$ cat src/rtl/wb_arb2.sv
// ---------------------------------------------------------------------------
// wb_arb2 -- two-master, one-slave Wishbone (pipelined, with stall) arbiter.
//
// Lets the CPU cluster (master 0) and a second bus master such as debug/DMA
// (master 1) share one slave path. A grant is held for a whole bus cycle
// (cyc high). At cycle boundaries ownership is handed round-robin. The number
// of accepted-but-unacknowledged requests is tracked so the owner is
// throttled once it reaches MAX_OUTST.
//
// Ports
//   clk, rst_n            single clock; asynchronous active-low reset
//   mN_wb_*_o  (inputs)   request from master N (addr, dat, sel, cyc, stb, we)
//   mN_wb_*_i  (outputs)  response to master N (dat, stall, ack, err)
//   s_wb_*_o   (outputs)  request to the slave
//   s_wb_*_i   (inputs)   response from the slave (dat, stall, ack, err)
//   grant_o               one-hot current owner {G1, G0}, registered
// ---------------------------------------------------------------------------
module wb_arb2 #(
  parameter int AWIDTH    = 32,
  parameter int DWIDTH    = 32,
  parameter int MAX_OUTST = 4
) (
  input  logic                clk,
  input  logic                rst_n,

  input  logic [AWIDTH-1:0]   m0_wb_addr_o,
  input  logic [DWIDTH-1:0]   m0_wb_dat_o,
  input  logic [DWIDTH/8-1:0] m0_wb_sel_o,
  input  logic                m0_wb_cyc_o,
  input  logic                m0_wb_stb_o,
  input  logic                m0_wb_we_o,
  output logic [DWIDTH-1:0]   m0_wb_dat_i,
  output logic                m0_wb_stall_i,
  output logic                m0_wb_ack_i,
  output logic                m0_wb_err_i,

  input  logic [AWIDTH-1:0]   m1_wb_addr_o,
  input  logic [DWIDTH-1:0]   m1_wb_dat_o,
  input  logic [DWIDTH/8-1:0] m1_wb_sel_o,
  input  logic                m1_wb_cyc_o,
  input  logic                m1_wb_stb_o,
  input  logic                m1_wb_we_o,
  output logic [DWIDTH-1:0]   m1_wb_dat_i,
  output logic                m1_wb_stall_i,
  output logic                m1_wb_ack_i,
  output logic                m1_wb_err_i,

  output logic [AWIDTH-1:0]   s_wb_addr_o,
  output logic [DWIDTH-1:0]   s_wb_dat_o,
  output logic [DWIDTH/8-1:0] s_wb_sel_o,
  output logic                s_wb_cyc_o,
  output logic                s_wb_stb_o,
  output logic                s_wb_we_o,
  input  logic [DWIDTH-1:0]   s_wb_dat_i,
  input  logic                s_wb_stall_i,
  input  logic                s_wb_ack_i,
  input  logic                s_wb_err_i,

  output logic [1:0]          grant_o
);

  // State encoding doubles as the one-hot grant vector {G1, G0}.
  localparam logic [1:0] ST_IDLE = 2'b00;
  localparam logic [1:0] ST_G0   = 2'b01;
  localparam logic [1:0] ST_G1   = 2'b10;

  localparam logic [3:0] LIMIT = 4'(MAX_OUTST);

  logic [1:0] r_state;
  logic [3:0] r_outst;
  logic       r_last;

  logic       w_at_limit;
  logic       w_accept;
  logic       w_resp;
  logic [3:0] w_outst_nxt;

  assign grant_o    = r_state;
  assign w_at_limit = (r_outst == LIMIT);

  // Slave-side request mux and master-side response demux.
  always_comb begin
    s_wb_addr_o   = '0;
    s_wb_dat_o    = '0;
    s_wb_sel_o    = '0;
    s_wb_cyc_o    = 1'b0;
    s_wb_stb_o    = 1'b0;
    s_wb_we_o     = 1'b0;
    m0_wb_dat_i   = '0;
    m0_wb_stall_i = 1'b1;
    m0_wb_ack_i   = 1'b0;
    m0_wb_err_i   = 1'b0;
    m1_wb_dat_i   = '0;
    m1_wb_stall_i = 1'b1;
    m1_wb_ack_i   = 1'b0;
    m1_wb_err_i   = 1'b0;
    case (r_state)
      ST_G0: begin
        s_wb_addr_o   = m0_wb_addr_o;
        s_wb_dat_o    = m0_wb_dat_o;
        s_wb_sel_o    = m0_wb_sel_o;
        s_wb_we_o     = m0_wb_we_o;
        s_wb_cyc_o    = m0_wb_cyc_o;
        // At the outstanding limit the strobe is held back and the master
        // stalled, so nothing can be accepted until a response drains one.
        s_wb_stb_o    = m0_wb_stb_o & ~w_at_limit;
        m0_wb_stall_i = s_wb_stall_i | w_at_limit;
        m0_wb_dat_i   = s_wb_dat_i;
        m0_wb_ack_i   = s_wb_ack_i;
        m0_wb_err_i   = s_wb_err_i;
      end
      ST_G1: begin
        s_wb_addr_o   = m1_wb_addr_o;
        s_wb_dat_o    = m1_wb_dat_o;
        s_wb_sel_o    = m1_wb_sel_o;
        s_wb_we_o     = m1_wb_we_o;
        s_wb_cyc_o    = m1_wb_cyc_o;
        s_wb_stb_o    = m1_wb_stb_o & ~w_at_limit;
        m1_wb_stall_i = s_wb_stall_i | w_at_limit;
        m1_wb_dat_i   = s_wb_dat_i;
        m1_wb_ack_i   = s_wb_ack_i;
        m1_wb_err_i   = s_wb_err_i;
      end
      default: begin
      end
    endcase
  end

  assign w_accept = s_wb_stb_o & ~s_wb_stall_i;
  assign w_resp   = s_wb_ack_i | s_wb_err_i;

  // Outstanding count; a stray response at zero is forwarded but not counted.
  always_comb begin
    w_outst_nxt = r_outst;
    case ({w_accept, w_resp})
      2'b10:   w_outst_nxt = r_outst + 4'd1;
      2'b01:   w_outst_nxt = (r_outst == 4'd0) ? 4'd0 : r_outst - 4'd1;
      default: w_outst_nxt = r_outst;
    endcase
  end

  always_ff @(posedge clk or negedge rst_n) begin
    if (!rst_n) begin
      r_state <= ST_IDLE;
      r_outst <= 4'd0;
      r_last  <= 1'b1;
    end else begin
      case (r_state)
        ST_IDLE: begin
          r_outst <= 4'd0;
          if (m0_wb_cyc_o && m1_wb_cyc_o)
            r_state <= r_last ? ST_G0 : ST_G1;
          else if (m0_wb_cyc_o)
            r_state <= ST_G0;
          else if (m1_wb_cyc_o)
            r_state <= ST_G1;
        end
        ST_G0: begin
          if (!m0_wb_cyc_o) begin
            // Cycle ended or aborted: anything still in flight is dropped.
            r_outst <= 4'd0;
            r_last  <= 1'b0;
            r_state <= m1_wb_cyc_o ? ST_G1 : ST_IDLE;
          end else begin
            r_outst <= w_outst_nxt;
          end
        end
        ST_G1: begin
          if (!m1_wb_cyc_o) begin
            r_outst <= 4'd0;
            r_last  <= 1'b1;
            r_state <= m0_wb_cyc_o ? ST_G0 : ST_IDLE;
          end else begin
            r_outst <= w_outst_nxt;
          end
        end
        default: begin
          r_state <= ST_IDLE;
          r_outst <= 4'd0;
        end
      endcase
    end
  end

endmodule
$ cat config.mk
export PLATFORM = sky130hd
export DESIGN_NAME = wb_arb2
export DESIGN_NICKNAME = d
export VERILOG_FILES = /design/src/rtl/wb_arb2.sv
export SDC_FILE = /design/constraint.sdc
export NUM_CORES = 1
export LEC_CHECK = 0
export ABC_CLOCK_PERIOD_IN_PS = 6700
export CAP_MARGIN = 20
export CORE_AREA = 2 2 127 129
export DETAILED_ROUTE_END_ITERATION = 8
export DIE_AREA = 0 0 129 131
export GPL_TIMING_DRIVEN = 0
export MAX_ROUTING_LAYER = met4
export PLACE_DENSITY = 0.5
export RECOVER_POWER = 25
export REMOVE_ABC_BUFFERS = 1
export SYNTH_ARGS = -nofsm -noshare
export SYNTH_HDL_FRONTEND = slang
export SYNTH_SLANG_ARGS = --single-unit
$ cat constraint.sdc
create_clock -name clk -period 6.7 [get_ports clk]
set_input_delay 1.34 -clock clk [delete_from_list [all_inputs] [get_ports clk]]
set_output_delay 1.34 -clock clk [all_outputs]
set_load 0.1 [all_outputs]
==> flow_summary.json, run 1 <==
{
  "synth_edf_count": 0,
  "place_area_sq_um": 5630,
  "cp-end-kind": "output pin",
  "die-width_um": 129,
  "die-height_um": 131,
  "fmax_ghz": 0.203,
  "hp-class": "register to register",
  "cts_hold_buf": 0,
  "critical_path_required_ns": 5.36,
  "start_util_pct": 14.0,
  "top_layer": "met4",
  "synth.area.top_cells": "a22oi_1 (24%), nor2b_1 (21%), and2_1 (19%)",
  "ys_types": 39,
  "multi_input_area_sq_um": 1850,
  "wl_per_cell_um": 16.2,
  "boundaryPins": 322,
  "r2r_slack_ns": 4.03,
  "yosysTopAreaCell": "a22oi_1",
  "rr_startpoint": "grant_o[0]$_DFFE_PN0P_",
  "synth_common_cells": "nor2b_1 (74), a22oi_1 (69), and2_1 (68)",
  "async_reset_ff_share_pct": 100,
  "register_area_sq_um": 176,
  "slew_viol_final": 0,
  "avgSynthCellArea_sq_um": 6.91,
  "status": "finished, final reports clean",
  "cts.sinks": 7,
  "design_area_sq_um": 5700,
  "dpl.cell_count": 822,
  "area_growth_pct": 161,
  "routed_via_density": 4.13,
  "htreeDepth": 1,
  "fill_cells": 1611,
  "synth_warnings": 0,
  "hold_viol_final": 0,
  "worstSetupPathType": "input port to output pin",
  "startpoint": "m0_wb_cyc_o",
  "synth_top_area_share_pct": 23.7,
  "grt_pass1_wl_mm": 18.9,
  "ys_ff_latch": 7,
  "gr-total-overflow": 0,
  "vias": 3412,
  "yosysSeqAreaShare_pct": 8.08,
  "wl_mm": 13.4,
  "skew_ns": 0.00179,
  "grt_usage_pct": 14.6,
  "worst_pin_slew_ns": 1.11,
  "drt_iter0_drc": 114,
  "cts-root-buf": "clkbuf_16",
  "drtAntennaViolNets": 0,
  "antenna_found_initial": 0,
  "gp_congestion": 0.797,
  "syn_area_sq_um": 2180,
  "wl_met2_mm": 6.72,
  "wirelength_met1_mm": 5.39,
  "synth_ff_type": "dfrtp_1",
  "n_antenna_cell": 0,
  "clk_pin_slew_ns": 0.04,
  "synth_most_common_cell": "nor2b_1",
  "path_max_fanout": 5,
  "place.port_buffers": 321,
  "period_needed_ns": 4.93,
  "grt_setup_unrepaired": "false",
  "cts_buffers": 3,
  "core_sq_um": 15600,
  "reg2reg_to": "r_outst[3]$_DFF_PN0_",
  "hpwl_mm": 10.9,
  "post_route_cells_drive_above_1_share_pct": 2.46,
  "drc": 0,
  "crit_path_start_kind": "input port",
  "rr_worst_depth": 9,
  "nets": 799,
  "layout.cells.non_filler": 826,
  "dr.pass1.iters": 4,
  "cts_setup_buffers": 0,
  "setup-violations-final": 0,
  "ctsResizeCount": 0,
  "preCtsSetupSlack_ns": 1.84,
  "cp-endpoint": "s_wb_cyc_o",
  "rows": 46,
  "ctsLongestPathBuffers": 2,
  "netlist_instances": 316,
  "timing.final.crit_share_pct": 73.6,
  "cts_tree": "yes",
  "wl_met3_mm": 1.19,
  "grt_pass1_vias": 3201,
  "grt_max_degree": 58,
  "fp.dieArea_sq_um": 16900,
  "cp_data_arrival_time_ns": 3.59,
  "worstSkewPairLatency_ns": 0.23,
  "worstHoldStart": "r_last$_DFFE_PN1P_",
  "slew_headroom_pct": 25.9,
  "tns_ns": 0,
  "setup_ws_ns": 1.77,
  "cap_violations": 0
}
-- stage by stage --
step | hold slack, ns | utilization, %
floorplan | 0.503 | -
global placement | 0.515 | 35.4
detailed placement | 0.523 | 36.1
CTS | 0.536 | 36.6
global route | 0.547 | 36.5
finish | 0.541 | 36.5
-- metal layers --
layer / GRT usage (%) / vias up
met5: - / -
met4: 1.34 / 0
met3: 3.46 / 6
met2: 25.5 / 160
met1: 17.7 / 1552
li1: - / 1694
-- worst min-delay path by stage --
stage,to,slack [ns],depth (start not counted)
floorplan,r_last$_DFFE_PN1P_,0.50,1
global placement,r_last$_DFFE_PN1P_,0.52,1
detailed placement,r_last$_DFFE_PN1P_,0.52,1
CTS,r_last$_DFFE_PN1P_,0.54,1
global route,r_last$_DFFE_PN1P_,0.55,1
finish,r_last$_DFFE_PN1P_,0.54,1
-- flip-flops by register name, summed over array words and instances, names as in the netlist --
name,count
r_outst,4
grant_o,2
r_last,1
-- cell type report --
| type | instances | area share (%) |
|---|---|---|
| clock buffer | 3 | 1.32 |
| clock inverter | 1 | 0.0878 |
| inverter | 7 | 0.461 |
| multi-input combinational | 267 | 32.5 |
| sequential | 7 | 3.10 |
| tap | 216 | 4.74 |
| timing repair buffer | 325 | 57.8 |
-- worst max-delay path, stage by stage --
cell and delay (ns):
dlygate4sd3_1 0.63, a22o_1 0.21, nand2_1 0.16, inv_1 0.11, clkdlybuf4s50_1 1.14
-- placed cells by master (no fill, tap or decap), types with 2 or more instances in the layout --
master           instances
and3b_1                  2
nor2_1                   4
nor3_1                   2
dfrtp_1                  6
ha_1                     6
buf_12                   2
clkdlybuf4s50_1        293
a22oi_1                 69
a31oi_1                  3
nand2b_1                 3
o21ai_0                  4
clkbuf_16                3
nor2b_1                 74
nand2_1                  5
and2_1                  68
a21oi_1                  3
inv_1                    7
ha_2                     2
dlygate4sd3_1           28
-- kinds of logic after synthesis --
| family | share of synthesized area [%] |
|---|---|
| xor gates and xnor gates | 0.401 |
| and+or+nand+nor | 47.0 |
| muxes | 1.20 |
| AOI/OAI and AO/OA | 30.4 |
| DFF | 8.08 |
| adders and majority gates | 5.16 |
| buffers and inverters | 7.68 |
Power of run 1 is not shown: default switching activity piles up to over one toggle a cycle in this logic, so the estimate is an artifact.
==> inputs of run 2 (changes only) <==
--- a/config.mk
+++ b/config.mk
@@ -5,14 +5,14 @@
 export SDC_FILE = /design/constraint.sdc
 export NUM_CORES = 1
 export LEC_CHECK = 0
-export ABC_CLOCK_PERIOD_IN_PS = 6700
+export ABC_CLOCK_PERIOD_IN_PS = 5060
 export CAP_MARGIN = 20
-export CORE_AREA = 2 2 127 129
+export CORE_AREA = 2 2 124 126
 export DETAILED_ROUTE_END_ITERATION = 8
-export DIE_AREA = 0 0 129 131
+export DIE_AREA = 0 0 126 128
 export GPL_TIMING_DRIVEN = 0
 export MAX_ROUTING_LAYER = met4
-export PLACE_DENSITY = 0.5
+export PLACE_DENSITY = 0.52
 export RECOVER_POWER = 25
 export REMOVE_ABC_BUFFERS = 1
 export SYNTH_ARGS = -nofsm -noshare
==> constraint.sdc (replaced) <==
create_clock -name clk -period 5.06 [get_ports clk]
set_input_delay 1.012 -clock clk [delete_from_list [all_inputs] [get_ports clk]]
set_output_delay 1.012 -clock clk [all_outputs]
set_load 0.1 [all_outputs]
==> run 2 against run 1 <==
Die area is 4.6% lower. Clock skew about the same. Critical endpoint is now s_wb_dat_o[20]. Critical path depth rose by 1. First-iteration DRC count is 3.5% higher. Routed wire length grew 7.9%. Worst setup slack lost 0.99 ns. Non-clock buffer count unchanged. Via count rose by 2.3%. Hold slack lost 0.015 ns.
==> flow_summary.json, run 2 (synthesis gave the netlist of run 1 again) <==
{
  "grt_pass1_wl_mm": 20.8,
  "dr.pass1.iters": 4,
  "grt_setup_unrepaired": "false",
  "nets": 799,
  "grt_usage_pct": 16.6,
  "routed_via_density": 4.37,
  "wl_mm": 14.4,
  "gp_congestion": 0.830,
  "cap_violations": 0,
  "timing.final.crit_share_pct": 84.7,
  "area_growth_pct": 160,
  "fill_cells": 1509,
  "crit_path_start_kind": "register",
  "cp_data_arrival_time_ns": 3.28,
  "multi_input_area_sq_um": 1850,
  "worst_pin_slew_ns": 1.09,
  "path_max_fanout": 45,
  "core_sq_um": 14900,
  "ctsResizeCount": 0,
  "ctsLongestPathBuffers": 2,
  "slew_viol_final": 0,
  "period_needed_ns": 4.29,
  "htreeDepth": 1,
  "clk_pin_slew_ns": 0.04,
  "wirelength_met1_mm": 5.95,
  "setup-violations-final": 0,
  "hold_viol_final": 0,
  "cts_hold_buf": 0,
  "slew_headroom_pct": 26.8,
  "wl_per_cell_um": 18.1,
  "die-width_um": 126,
  "drtAntennaViolNets": 0,
  "gr-total-overflow": 0,
  "cts.sinks": 7,
  "skew_ns": 0.00222,
  "critical_path_required_ns": 4.05,
  "vias": 3490,
  "cts-root-buf": "clkbuf_16",
  "post_route_cells_drive_above_1_share_pct": 2.13,
  "die-height_um": 128,
  "worstSetupPathType": "register to output pin",
  "antenna_found_initial": 1,
  "grt_pass1_vias": 3505,
  "drt_iter0_drc": 118,
  "boundaryPins": 322,
  "top_register": "r_outst",
  "wl_met3_mm": 1.21,
  "cts_buffers": 3,
  "cts_tree": "yes",
  "status": "finished, final reports clean",
  "largest_reg_flops": 4,
  "drc": 0,
  "hold_slack_ns": 0.526,
  "final_common_cell": "clkdlybuf4s50_1",
  "rows": 45,
  "cp-end-kind": "output pin",
  "fp.dieArea_sq_um": 16100,
  "hp-class": "register to register",
  "start_util_pct": 14.7,
  "top_layer": "met4",
  "hpwl_mm": 11.5,
  "final_cell_mix": "clkdlybuf4s50_1 (294), nor2b_1 (74), a22oi_1 (69)",
  "cts_setup_buffers": 0,
  "wl_met2_mm": 7.11,
  "place.port_buffers": 321,
  "worstSkewPairLatency_ns": 0.23,
  "register_area_sq_um": 176,
  "fmax_ghz": 0.233,
  "grt_max_degree": 64
}
-- run 2: cell types whose count changed in the layout (fill, tap and decap cells not counted), sizes merged --
cell	change
clkdlybuf4s50	+1
diode	+1
dlygate4sd3	-1
buf	-1
clkbuf	+2
clkinv	-1
-- run 2: metrics by stage --
stage,util [%],setup TNS (ns),area [sq um],setup WS [ns],std cells
finish,38.2,0,5670,0.772,799
global placement,36.9,-80.09,5490,-1.10,790
CTS,38.0,0,5650,0.538,797
global route,38.2,0,5670,0.588,799
floorplan,-,-22.37,2040,-0.323,281
detailed placement,37.5,0,5580,0.816,793
-- run 2: worst paths after layout --
| kind | from | end | slack (ns) | cells past startpoint |
|---|---|---|---|---|
| max | grant_o[0]$_DFFE_PN0P_ | s_wb_dat_o[20] | 0.77 | 6 |
| min | r_last$_DFFE_PN1P_ | r_last$_DFFE_PN1P_ | 0.53 | 1 |
| max reg2reg | grant_o[0]$_DFFE_PN0P_ | r_outst[3]$_DFF_PN0_ | 2.42 | 9 |
| min reg2reg | r_last$_DFFE_PN1P_ | r_last$_DFFE_PN1P_ | 0.53 | 1 |
| max in group asynchronous | rst_n | r_last$_DFFE_PN1P_ | 3.64 | 1 |
| min in group asynchronous | rst_n | grant_o[1]$_DFFE_PN0P_ | 1.12 | 1 |
-- run 2: worst max-delay path, stage by stage, from the launching register on --
cell	delay (ns)
dfrtp_1	0.45
inv_1	0.15
ha_2	0.60
buf_12	0.30
a22oi_1	0.13
nor2b_1	0.16
clkdlybuf4s50_1	1.23
-- run 2: layout make-up --
type | count | share of cell area [%]
antenna | 1 | 0.0441
clock buffer | 4 | 1.39
inverter | 7 | 0.463
multi-input combinational | 267 | 32.6
sequential | 7 | 3.11
tap | 188 | 4.15
timing repair buffer | 325 | 58.3
-- run 2: routing by layer --
metal	up-vias	track usage, %
li1	1694	-
met4	0	2.65
met2	187	28.9
met1	1597	20.0
met5	-	-
met3	12	3.88
Power of run 2 is left out for the same reason.
